**src/rtl/sevenseg_pkg.sv**
```systemverilog
// Shared definitions for the seven-segment scan driver: segment patterns
// (active-high, {a,b,c,d,e,f,g}) and the scan FSM state type.
package sevenseg_pkg;

  typedef enum logic {
    GUARD,
    DRIVE
  } scan_state_t;

  localparam logic [6:0] SEG_0    = 7'b1111110;
  localparam logic [6:0] SEG_1    = 7'b0110000;
  localparam logic [6:0] SEG_2    = 7'b1101101;
  localparam logic [6:0] SEG_3    = 7'b1111001;
  localparam logic [6:0] SEG_4    = 7'b0110011;
  localparam logic [6:0] SEG_5    = 7'b1011011;
  localparam logic [6:0] SEG_6    = 7'b1011111;
  localparam logic [6:0] SEG_7    = 7'b1110000;
  localparam logic [6:0] SEG_8    = 7'b1111111;
  localparam logic [6:0] SEG_9    = 7'b1111011;
  localparam logic [6:0] SEG_DASH = 7'b0000001;
  localparam logic [6:0] SEG_OFF  = 7'b0000000;

endpackage

```
**src/rtl/bcd_to_7seg.sv**
```systemverilog
// BCD code to active-high segment pattern; codes 10..15 show a dash.
module bcd_to_7seg
  import sevenseg_pkg::*;
(
  input  logic [3:0] code,
  output logic [6:0] seg
);

  always_comb begin
    case (code)
      4'd0:    seg = SEG_0;
      4'd1:    seg = SEG_1;
      4'd2:    seg = SEG_2;
      4'd3:    seg = SEG_3;
      4'd4:    seg = SEG_4;
      4'd5:    seg = SEG_5;
      4'd6:    seg = SEG_6;
      4'd7:    seg = SEG_7;
      4'd8:    seg = SEG_8;
      4'd9:    seg = SEG_9;
      default: seg = SEG_DASH;
    endcase
  end

endmodule

```
**src/rtl/sevenseg_scan_driver.sv**
```systemverilog
// Time-multiplexed N-digit seven-segment driver with guard interval,
// frame-aligned double buffering, leading-zero blanking and per-digit blink.
module sevenseg_scan_driver
  import sevenseg_pkg::*;
#(
  parameter int unsigned NUM_DIGITS     = 4,
  parameter int unsigned DIGIT_CYCLES   = 50000,
  parameter int unsigned GUARD_CYCLES   = 500,
  parameter int unsigned BLINK_FRAMES   = 64,
  parameter bit          SEG_ACTIVE_LOW = 1'b1,
  parameter bit          AN_ACTIVE_LOW  = 1'b1
) (
  input  logic                    clk,
  input  logic                    rst_n,
  input  logic [4*NUM_DIGITS-1:0] bcd_in,
  input  logic [NUM_DIGITS-1:0]   dp_in,
  input  logic                    load,
  input  logic                    blank_lz,
  input  logic [NUM_DIGITS-1:0]   blink_en,
  output logic [6:0]              seg_out,
  output logic                    dp_out,
  output logic [NUM_DIGITS-1:0]   an_out,
  output logic                    frame_tick
);

  localparam int unsigned SW = (DIGIT_CYCLES > 1) ? $clog2(DIGIT_CYCLES) : 1;
  localparam int unsigned IW = (NUM_DIGITS > 1) ? $clog2(NUM_DIGITS) : 1;
  localparam int unsigned BW = (BLINK_FRAMES > 1) ? $clog2(BLINK_FRAMES) : 1;

  localparam logic [SW-1:0] SLOT_LAST  = SW'(DIGIT_CYCLES - 1);
  localparam logic [SW-1:0] GUARD_LAST = SW'((GUARD_CYCLES > 0) ? GUARD_CYCLES - 1 : 0);
  localparam logic [IW-1:0] IDX_LAST   = IW'(NUM_DIGITS - 1);
  localparam logic [BW-1:0] BLINK_LAST = BW'(BLINK_FRAMES - 1);
  localparam scan_state_t   SLOT_START = (GUARD_CYCLES == 0) ? DRIVE : GUARD;

  scan_state_t state_q, state_d;
  logic [SW-1:0] slot_q, slot_d;
  logic [IW-1:0] idx_q, idx_d;
  logic          slot_last, frame_wrap;

  logic [4*NUM_DIGITS-1:0] pend_bcd, act_bcd;
  logic [NUM_DIGITS-1:0]   pend_dp, act_dp;
  logic [BW-1:0]           blink_cnt;
  logic                    blink_phase;
  logic [NUM_DIGITS-1:0]   blink_s;
  logic                    lz_s;

  logic [3:0]            cur_code;
  logic [6:0]            cur_seg;
  logic [NUM_DIGITS-1:0] lz_mask;
  logic                  zero_run;
  logic                  drive;
  logic [NUM_DIGITS-1:0] an_h;
  logic [6:0]            seg_h;
  logic                  dp_h;
  logic                  tick_h;

  assign slot_last  = (slot_q == SLOT_LAST);
  assign frame_wrap = slot_last && (idx_q == IDX_LAST);

  always_ff @(posedge clk or negedge rst_n) begin
    if (!rst_n) begin
      state_q <= SLOT_START;
      slot_q  <= '0;
      idx_q   <= '0;
    end else begin
      state_q <= state_d;
      slot_q  <= slot_d;
      idx_q   <= idx_d;
    end
  end

  always_comb begin
    slot_d  = slot_last ? '0 : slot_q + 1'b1;
    idx_d   = idx_q;
    state_d = state_q;
    if (slot_last) idx_d = (idx_q == IDX_LAST) ? '0 : idx_q + 1'b1;
    case (state_q)
      GUARD:   if (slot_q == GUARD_LAST) state_d = DRIVE;
      DRIVE:   if (slot_last) state_d = SLOT_START;
      default: state_d = SLOT_START;
    endcase
  end

  // A load landing on the frame boundary bypasses pending so it shows this frame.
  always_ff @(posedge clk or negedge rst_n) begin
    if (!rst_n) begin
      pend_bcd <= '0;
      pend_dp  <= '0;
      act_bcd  <= '0;
      act_dp   <= '0;
    end else begin
      if (load) begin
        pend_bcd <= bcd_in;
        pend_dp  <= dp_in;
      end
      if (frame_wrap) begin
        act_bcd <= load ? bcd_in : pend_bcd;
        act_dp  <= load ? dp_in : pend_dp;
      end
    end
  end

  // Blank controls are sampled once per slot so a digit never blanks mid-slot.
  always_ff @(posedge clk or negedge rst_n) begin
    if (!rst_n) begin
      blink_cnt   <= '0;
      blink_phase <= 1'b0;
      blink_s     <= '0;
      lz_s        <= 1'b0;
    end else begin
      if (frame_wrap) begin
        if (blink_cnt == BLINK_LAST) begin
          blink_cnt   <= '0;
          blink_phase <= ~blink_phase;
        end else begin
          blink_cnt <= blink_cnt + 1'b1;
        end
      end
      if (slot_last) begin
        blink_s <= blink_en;
        lz_s    <= blank_lz;
      end
    end
  end

  assign cur_code = act_bcd[{idx_q, 2'b00} +: 4];

  bcd_to_7seg u_dec (
    .code (cur_code),
    .seg  (cur_seg)
  );

  always_comb begin
    lz_mask  = '0;
    zero_run = 1'b1;
    for (int unsigned i = NUM_DIGITS - 1; i >= 1; i--) begin
      zero_run   = zero_run & (act_bcd[4*i +: 4] == 4'd0);
      lz_mask[i] = zero_run;
    end
  end

  always_comb begin
    drive = (state_q == DRIVE)
          && !(lz_s && lz_mask[idx_q])
          && !(blink_phase && blink_s[idx_q]);
    an_h  = '0;
    if (drive) an_h[idx_q] = 1'b1;
    seg_h  = drive ? cur_seg : SEG_OFF;
    dp_h   = drive && act_dp[idx_q];
    tick_h = (idx_q == '0) && (slot_q == '0);
  end

  always_ff @(posedge clk or negedge rst_n) begin
    if (!rst_n) begin
      an_out     <= AN_ACTIVE_LOW ? '1 : '0;
      seg_out    <= SEG_ACTIVE_LOW ? '1 : '0;
      dp_out     <= SEG_ACTIVE_LOW;
      frame_tick <= 1'b0;
    end else begin
      an_out     <= AN_ACTIVE_LOW ? ~an_h : an_h;
      seg_out    <= SEG_ACTIVE_LOW ? ~seg_h : seg_h;
      dp_out     <= SEG_ACTIVE_LOW ? ~dp_h : dp_h;
      frame_tick <= tick_h;
    end
  end

endmodule
```
**config.mk**
```make
export PLATFORM = sky130hd
export DESIGN_NAME = sevenseg_scan_driver
export DESIGN_NICKNAME = d
export VERILOG_FILES = /design/src/rtl/sevenseg_pkg.sv /design/src/rtl/bcd_to_7seg.sv /design/src/rtl/sevenseg_scan_driver.sv
export SDC_FILE = /design/constraint.sdc
export NUM_CORES = 1
export LEC_CHECK = 0
export ABC_AREA = 0
export CORE_UTILIZATION = 46
export DETAILED_ROUTE_END_ITERATION = 10
export PLACE_DENSITY = 0.7
export RECOVER_POWER = 25
export SLEW_MARGIN = 20
export SYNTH_ARGS = -nofsm -noshare
export SYNTH_HDL_FRONTEND = slang
export SYNTH_SLANG_ARGS = --single-unit
```
**constraint.sdc**
```tcl
create_clock -name clk -period 2.3 [get_ports clk]
set_clock_uncertainty 0.2 [all_clocks]
set_input_delay 0.69 -clock clk [delete_from_list [all_inputs] [get_ports clk]]
set_output_delay 0.69 -clock clk [all_outputs]
set_load 0.03 [all_outputs]
```
# After elaboration in Yosys (flattened, before gate mapping)
# Memories as Yosys holds them, arrays and structs flattened.
# Index checks and enable logic that the tools add are counted.
totals:
  register_bits: 84
  mem_bits_ro: 112
  input_bits: 28
  out_inout_bits: 13
  memories: 1
mem_list:
  columns: ["memory", "words", "width", "read_ports", "rd_ports_with_merged_regs", "write_ports", "line_no", "source"]
  rows:
  - ["(no name shown)", 16, 7, 1, 0, 0, "bcd_to_7seg.sv:10", "case (code)"]
classes:
  add_sub_neg: 3
  magnitude_cmp: 2
  eq_ne: 4
  shifts: 1
  mux: 18
  bitwise_logic: 7
  n_reduce_logical: 16
ops:
  columns: ["op", "count"]
  rows:
  - ["16-bit 2-to-1 mux", 2]
  - ["16-bit by 1-bit adder with 16-bit output, second input constant", 1]
  - ["16-bit equality test, second input constant", 1]
  - ["16-bit by 9-bit equality test with 1-bit output, second input constant", 1]
  - ["16-bit logical NOT", 1]
  - ["16-bit by 5-bit variable part select with 4-bit output", 1]
  - ["4-bit logical NOT", 3]
  - ["1-bit logical AND", 8]
  - ["4-bit 2-to-1 mux", 2]
  - ["7-bit 2-to-1 mux", 1]
  - ["7-bit NOT", 1]
  - ["6-bit by 1-bit adder with 6-bit output, second input constant", 1]
  - ["1-bit binary-select mux with 2-bit select", 3]
  - ["6-bit equality test, second input constant", 1]
  - ["1-bit 2-to-1 mux", 6]
  - ["6-bit 2-to-1 mux", 1]
  - ["4-bit NOT", 1]
  - ["2-bit by 3-bit less-than comparator with 1-bit output, second input constant", 1]
  - ["1-bit NOT", 3]
  - ["2-bit by 1-bit adder with 2-bit output, second input constant", 1]
  - ["1-bit AND", 2]
  - ["1-bit demux with 2-bit select", 1]
  - ["2-bit equality test, second input constant", 1]
  - ["2-bit by 1-bit >= comparator with 1-bit output, second input constant", 1]
  - ["5 further kinds", 6]

# Longest topological paths before layout
depth:
  depth_word: 11
  depth_mapped: 7
  depth_no_buf: 6

# Hierarchy
# From an unflattened synthesis, not the netlist that was laid out.
unflattened:
  cells_unflattened: 302
  hier_area_um2: 3896.2
modules_own_cells:
  columns: ["module", "n_inst", "cells_each", "area_each_um2"]
  rows:
  - ["sevenseg_scan_driver", 1, 274, 3693.5]
  - ["bcd_to_7seg", 1, 28, 202.7]

# Worst setup path after synthesis
# No wires, ideal clock.
synth_timing:
  path_kind: "reg2reg"
  from: "register slot_q[4]"
  to: "register blink_s[0]"
  arrival_ns: 1.962
  setup_slack_ns: 0.013
  stages_incl_launch_ff: 6
  n_path_buf: 1
  period_less_slack_ns: 2.287
  path_cell_list: "dfrtp_1 > or3_1 > or3_1 > buf_2 > nor3_4 > mux2_2"
synth_between:
  elab_chain_cells: 1
synth_lines:
  columns: ["item", "line_no", "source"]
  rows:
  - ["start, declared", "sevenseg_scan_driver.sv:37", "logic [SW-1:0] slot_q, slot_d;"]
  - ["start signal, assigned", "sevenseg_scan_driver.sv:68", "slot_q <= slot_d;"]
  - ["16-bit equality test", "sevenseg_scan_driver.sv:58", "assign slot_last = (slot_q == SLOT_LAST);"]
  - ["end signal, assigned", "sevenseg_scan_driver.sv:121", "blink_s <= blink_en;"]
  - ["end, declared", "sevenseg_scan_driver.sv:45", "logic [NUM_DIGITS-1:0] blink_s;"]
# Every way passes these cells.
# A chain may end at the register's enable or synchronous reset.

# Worst setup path in the final report
layout_timing:
  from: "register frame_tick"
  to: "output frame_tick"
layout_rtl:
  columns: ["item", "line_no", "source"]
  rows:
  - ["start, declared", "sevenseg_scan_driver.sv:23", "output logic frame_tick"]
  - ["start signal, assigned", "sevenseg_scan_driver.sv:164", "frame_tick <= tick_h;"]
# No word-level cell between the ends.

==> impl_metrics.env <==
export IMPL_status="completed"
export IMPL_max_cap_viol_count=0
export IMPL_critPathTopFamily="buffers and inverters"
export IMPL_rows=32
export IMPL_layout_nets=400
export IMPL_fmax_mhz=450.7
export IMPL_grt_pass1_wl_um=11770
export IMPL_seqCellArea_mm2=0.002118
export IMPL_max_slew_margin=0.1276
export IMPL_path_cells="clkdlybuf4s50_1"
export IMPL_vdd_drop_max_mv=0.2967
export IMPL_fillCellCount=666
export IMPL_grt_max_degree=46
export IMPL_ioPinCount=41
export IMPL_tightest_slew_ps=1309
export IMPL_multi_input_area_mm2=0.001558
export IMPL_syn_nets=336
export IMPL_power_leakage_nw=2.054
export IMPL_drtPass1Iterations=4
export IMPL_endpoint_kind="primary output"
export IMPL_stdcell_count=467
export IMPL_crit_fanout=1
export IMPL_drtIter0Drc=73
export IMPL_die_x_um=92.59
export IMPL_synth_seq_cells=84
export IMPL_root_buffer="clkbuf_8"
export IMPL_fin_crit_sh=0.9647
export IMPL_syn_inst=296
export IMPL_rsz0062_at_grt="no"
export IMPL_crit_arrival_ps=1330
export IMPL_layout_commonest_cell="dfrtp_1"
export IMPL_syn_avg_cell_area_um2=12.75
export IMPL_setup_violations=0
export IMPL_hpwl_um=4925
export IMPL_start_util=0.4810
export IMPL_cts_tree="yes"
export IMPL_dp_cells=451
export IMPL_overflow=0
export IMPL_routedWlPerCell_um=14.76
export IMPL_viasPerCell=5.163
export IMPL_final_cell_mix="dfrtp_1 (71), mux2_2 (45), clkdlybuf4s50_1 (27), buf_4 (21), nand3_1 (19)"
export IMPL_routed_via_count=2411
export IMPL_ys_seq_area_frac=0.5608
export IMPL_finalHoldViolCount=0
export IMPL_fin_util=0.5993
export IMPL_drive_above_1_share=0.3151
export IMPL_path_buf_inv=1
export IMPL_dieArea_mm2=0.008573
export IMPL_dieHeight_um=92.59
export IMPL_cts_buffer_depth=2
export IMPL_path_class="reg2out"
export IMPL_cts_sinks=84
export IMPL_core_region_area_mm2=0.007848
export IMPL_antenna_found_initial=0
export IMPL_htreeDepth=3
export IMPL_drc=0
export IMPL_slowest_delay_ps=660
export IMPL_worstSetupStartpointType="flop"
export IMPL_period_needed_ps=2219
export IMPL_fin_tns_setup_ps=0
export IMPL_finalPower_mw=2.896
export IMPL_powerDensity_mw_per_mm2=615.8
export IMPL_netlist_area_mm2=0.003775
export IMPL_synth_cell_type_count=42
export IMPL_clkTransAtPathRegs_ps=80
export IMPL_area_growth_pct=24.59
export IMPL_drt_total_wl_um=6892
export IMPL_synth_warnings=0
export IMPL_cp_slowest_cell="clkdlybuf4s50_1"
export IMPL_final_max_slew_viol_count=0
export IMPL_cts_buffers=9
export IMPL_ant_nets=0
export IMPL_hold_class="reg2reg"
export IMPL_n_antenna_cell=0
export IMPL_clk_latency_ps=350
export IMPL_grt_usage=0.1787
export IMPL_grt_pass1_vias=2400
export IMPL_portBuffers=40
export IMPL_gp_congestion=0.8691
export IMPL_crit_required_ps=1410
metrics by stage:
stage                     cell area (µm²)  hold WS, ps  setup WS, ps
after floorplan                      3775        194.4         12.77
after global placement               4483        258.3        -29.47
after detailed placement             4483        261.2        -53.18
after CTS                            4691        25.49         28.66
after global routing                 4703        291.0         14.25
final                                4703        279.2         81.29
state kept, by name (all words and copies together), names as in the netlist:
name and flops:
pend_bcd 16, state_q 1, dp_out 1, blink_s 4, lz_s 1, seg_out 7, act_bcd 16, pend_dp 4
frame_tick 1, slot_q 16, blink_phase 1, an_out 4, act_dp 4, idx_q 2, blink_cnt 6
repair_timing:
item / in CTS / in global routing
pin swaps: 0 / 1
hold buffers: 0 / 0
buffers inserted: 0 / 0
setup endpoints to repair: 12 / 7
resized for setup: 12 / 5
hold endpoints to repair: 0 / 0
cells in the mapped netlist:
| cell type | n | share of area |
|---|---|---|
| nand3_1 | 19 | 0.025 |
| and2_1 | 1 | 0.0017 |
| nor2_1 | 15 | 0.015 |
| clkbuf_1 | 6 | 0.0060 |
| mux2_1 | 1 | 0.0030 |
| o21ba_2 | 1 | 0.0027 |
| or3_1 | 4 | 0.0066 |
| mux4_2 | 6 | 0.036 |
| a211oi_1 | 1 | 0.0020 |
| and3_1 | 3 | 0.0050 |
| o31ai_1 | 1 | 0.0020 |
| o21a_1 | 1 | 0.0020 |
| o21ai_0 | 5 | 0.0066 |
| buf_4 | 1 | 0.0020 |
| xnor2_1 | 9 | 0.021 |
| nor3_4 | 1 | 0.0043 |
| nor3_2 | 1 | 0.0027 |
| o2111ai_1 | 1 | 0.0023 |
| or4b_2 | 1 | 0.0027 |
| o22ai_1 | 1 | 0.0017 |
| nand2b_1 | 1 | 0.0017 |
| nor2b_1 | 1 | 0.0017 |
| or4_1 | 3 | 0.0060 |
| xor2_1 | 7 | 0.016 |
| a21o_1 | 1 | 0.0020 |
| nand4_1 | 8 | 0.013 |
| mux2_2 | 45 | 0.13 |
| a31oi_1 | 1 | 0.0017 |
| dfstp_2 | 12 | 0.084 |
| ha_1 | 12 | 0.040 |
| a21oi_1 | 7 | 0.0093 |
| buf_2 | 5 | 0.0066 |
| nor4b_1 | 1 | 0.0023 |
| nand2_1 | 7 | 0.0070 |
| or4_4 | 1 | 0.0030 |
| nor4_1 | 4 | 0.0066 |
| inv_1 | 16 | 0.016 |
| dfrtp_1 | 72 | 0.48 |
| o211ai_1 | 2 | 0.0040 |
| nor3_1 | 8 | 0.011 |
| a2bb2oi_1 | 1 | 0.0023 |
| nand3_2 | 2 | 0.0053 |
final timing paths:
check,startpoint,endpoint,slack [ps],cells after the start
max,frame_tick,frame_tick,80,1
min reg2reg,blink_phase,blink_phase,280,1
min in group asynchronous,rst_n,slot_q[12],410,1
min,blink_phase,blink_phase,280,1
max reg2reg,slot_q[4],blink_s[0],90,5
max in group asynchronous,rst_n,seg_out[6],510,2
power breakdown:
group / leakage (nW) / switching, mW / internal (mW)
registers: 1.05 / 0.0229 / 1.53
clock network: 0.110 / 0.538 / 0.619
logic: 0.895 / 0.0802 / 0.107
cells by family after synthesis:
kind of cell / synth area share
buf+inv: 0.03049
fa+ha+maj: 0.03977
flops: 0.5608
simple gates: 0.1203
compound gates: 0.03845
mux: 0.1730
xor+xnor: 0.03712
cell type report:
| type | count | share of cell area |
|---|---|---|
| timing repair buffer | 65 | 0.1312 |
| tap | 102 | 0.02713 |
| sequential | 84 | 0.4504 |
| clock buffer | 9 | 0.02634 |
| inverter | 16 | 0.01277 |
| clock inverter | 7 | 0.02102 |
| multi-input combinational | 184 | 0.3312 |
routing by layer:
| metal | vias up | GRT usage | part of all wire |
|---|---|---|---|
| li1 | 1184 | - | - |
| met3 | 12 | 0.03120 | 0.034 |
| met2 | 52 | 0.2475 | 0.45 |
| met5 | - | 0 | 0 |
| met4 | 0 | 0.08203 | 0.020 |
| met1 | 1163 | 0.2719 | 0.50 |
Note: power is estimated with default switching activity, not from simulation.
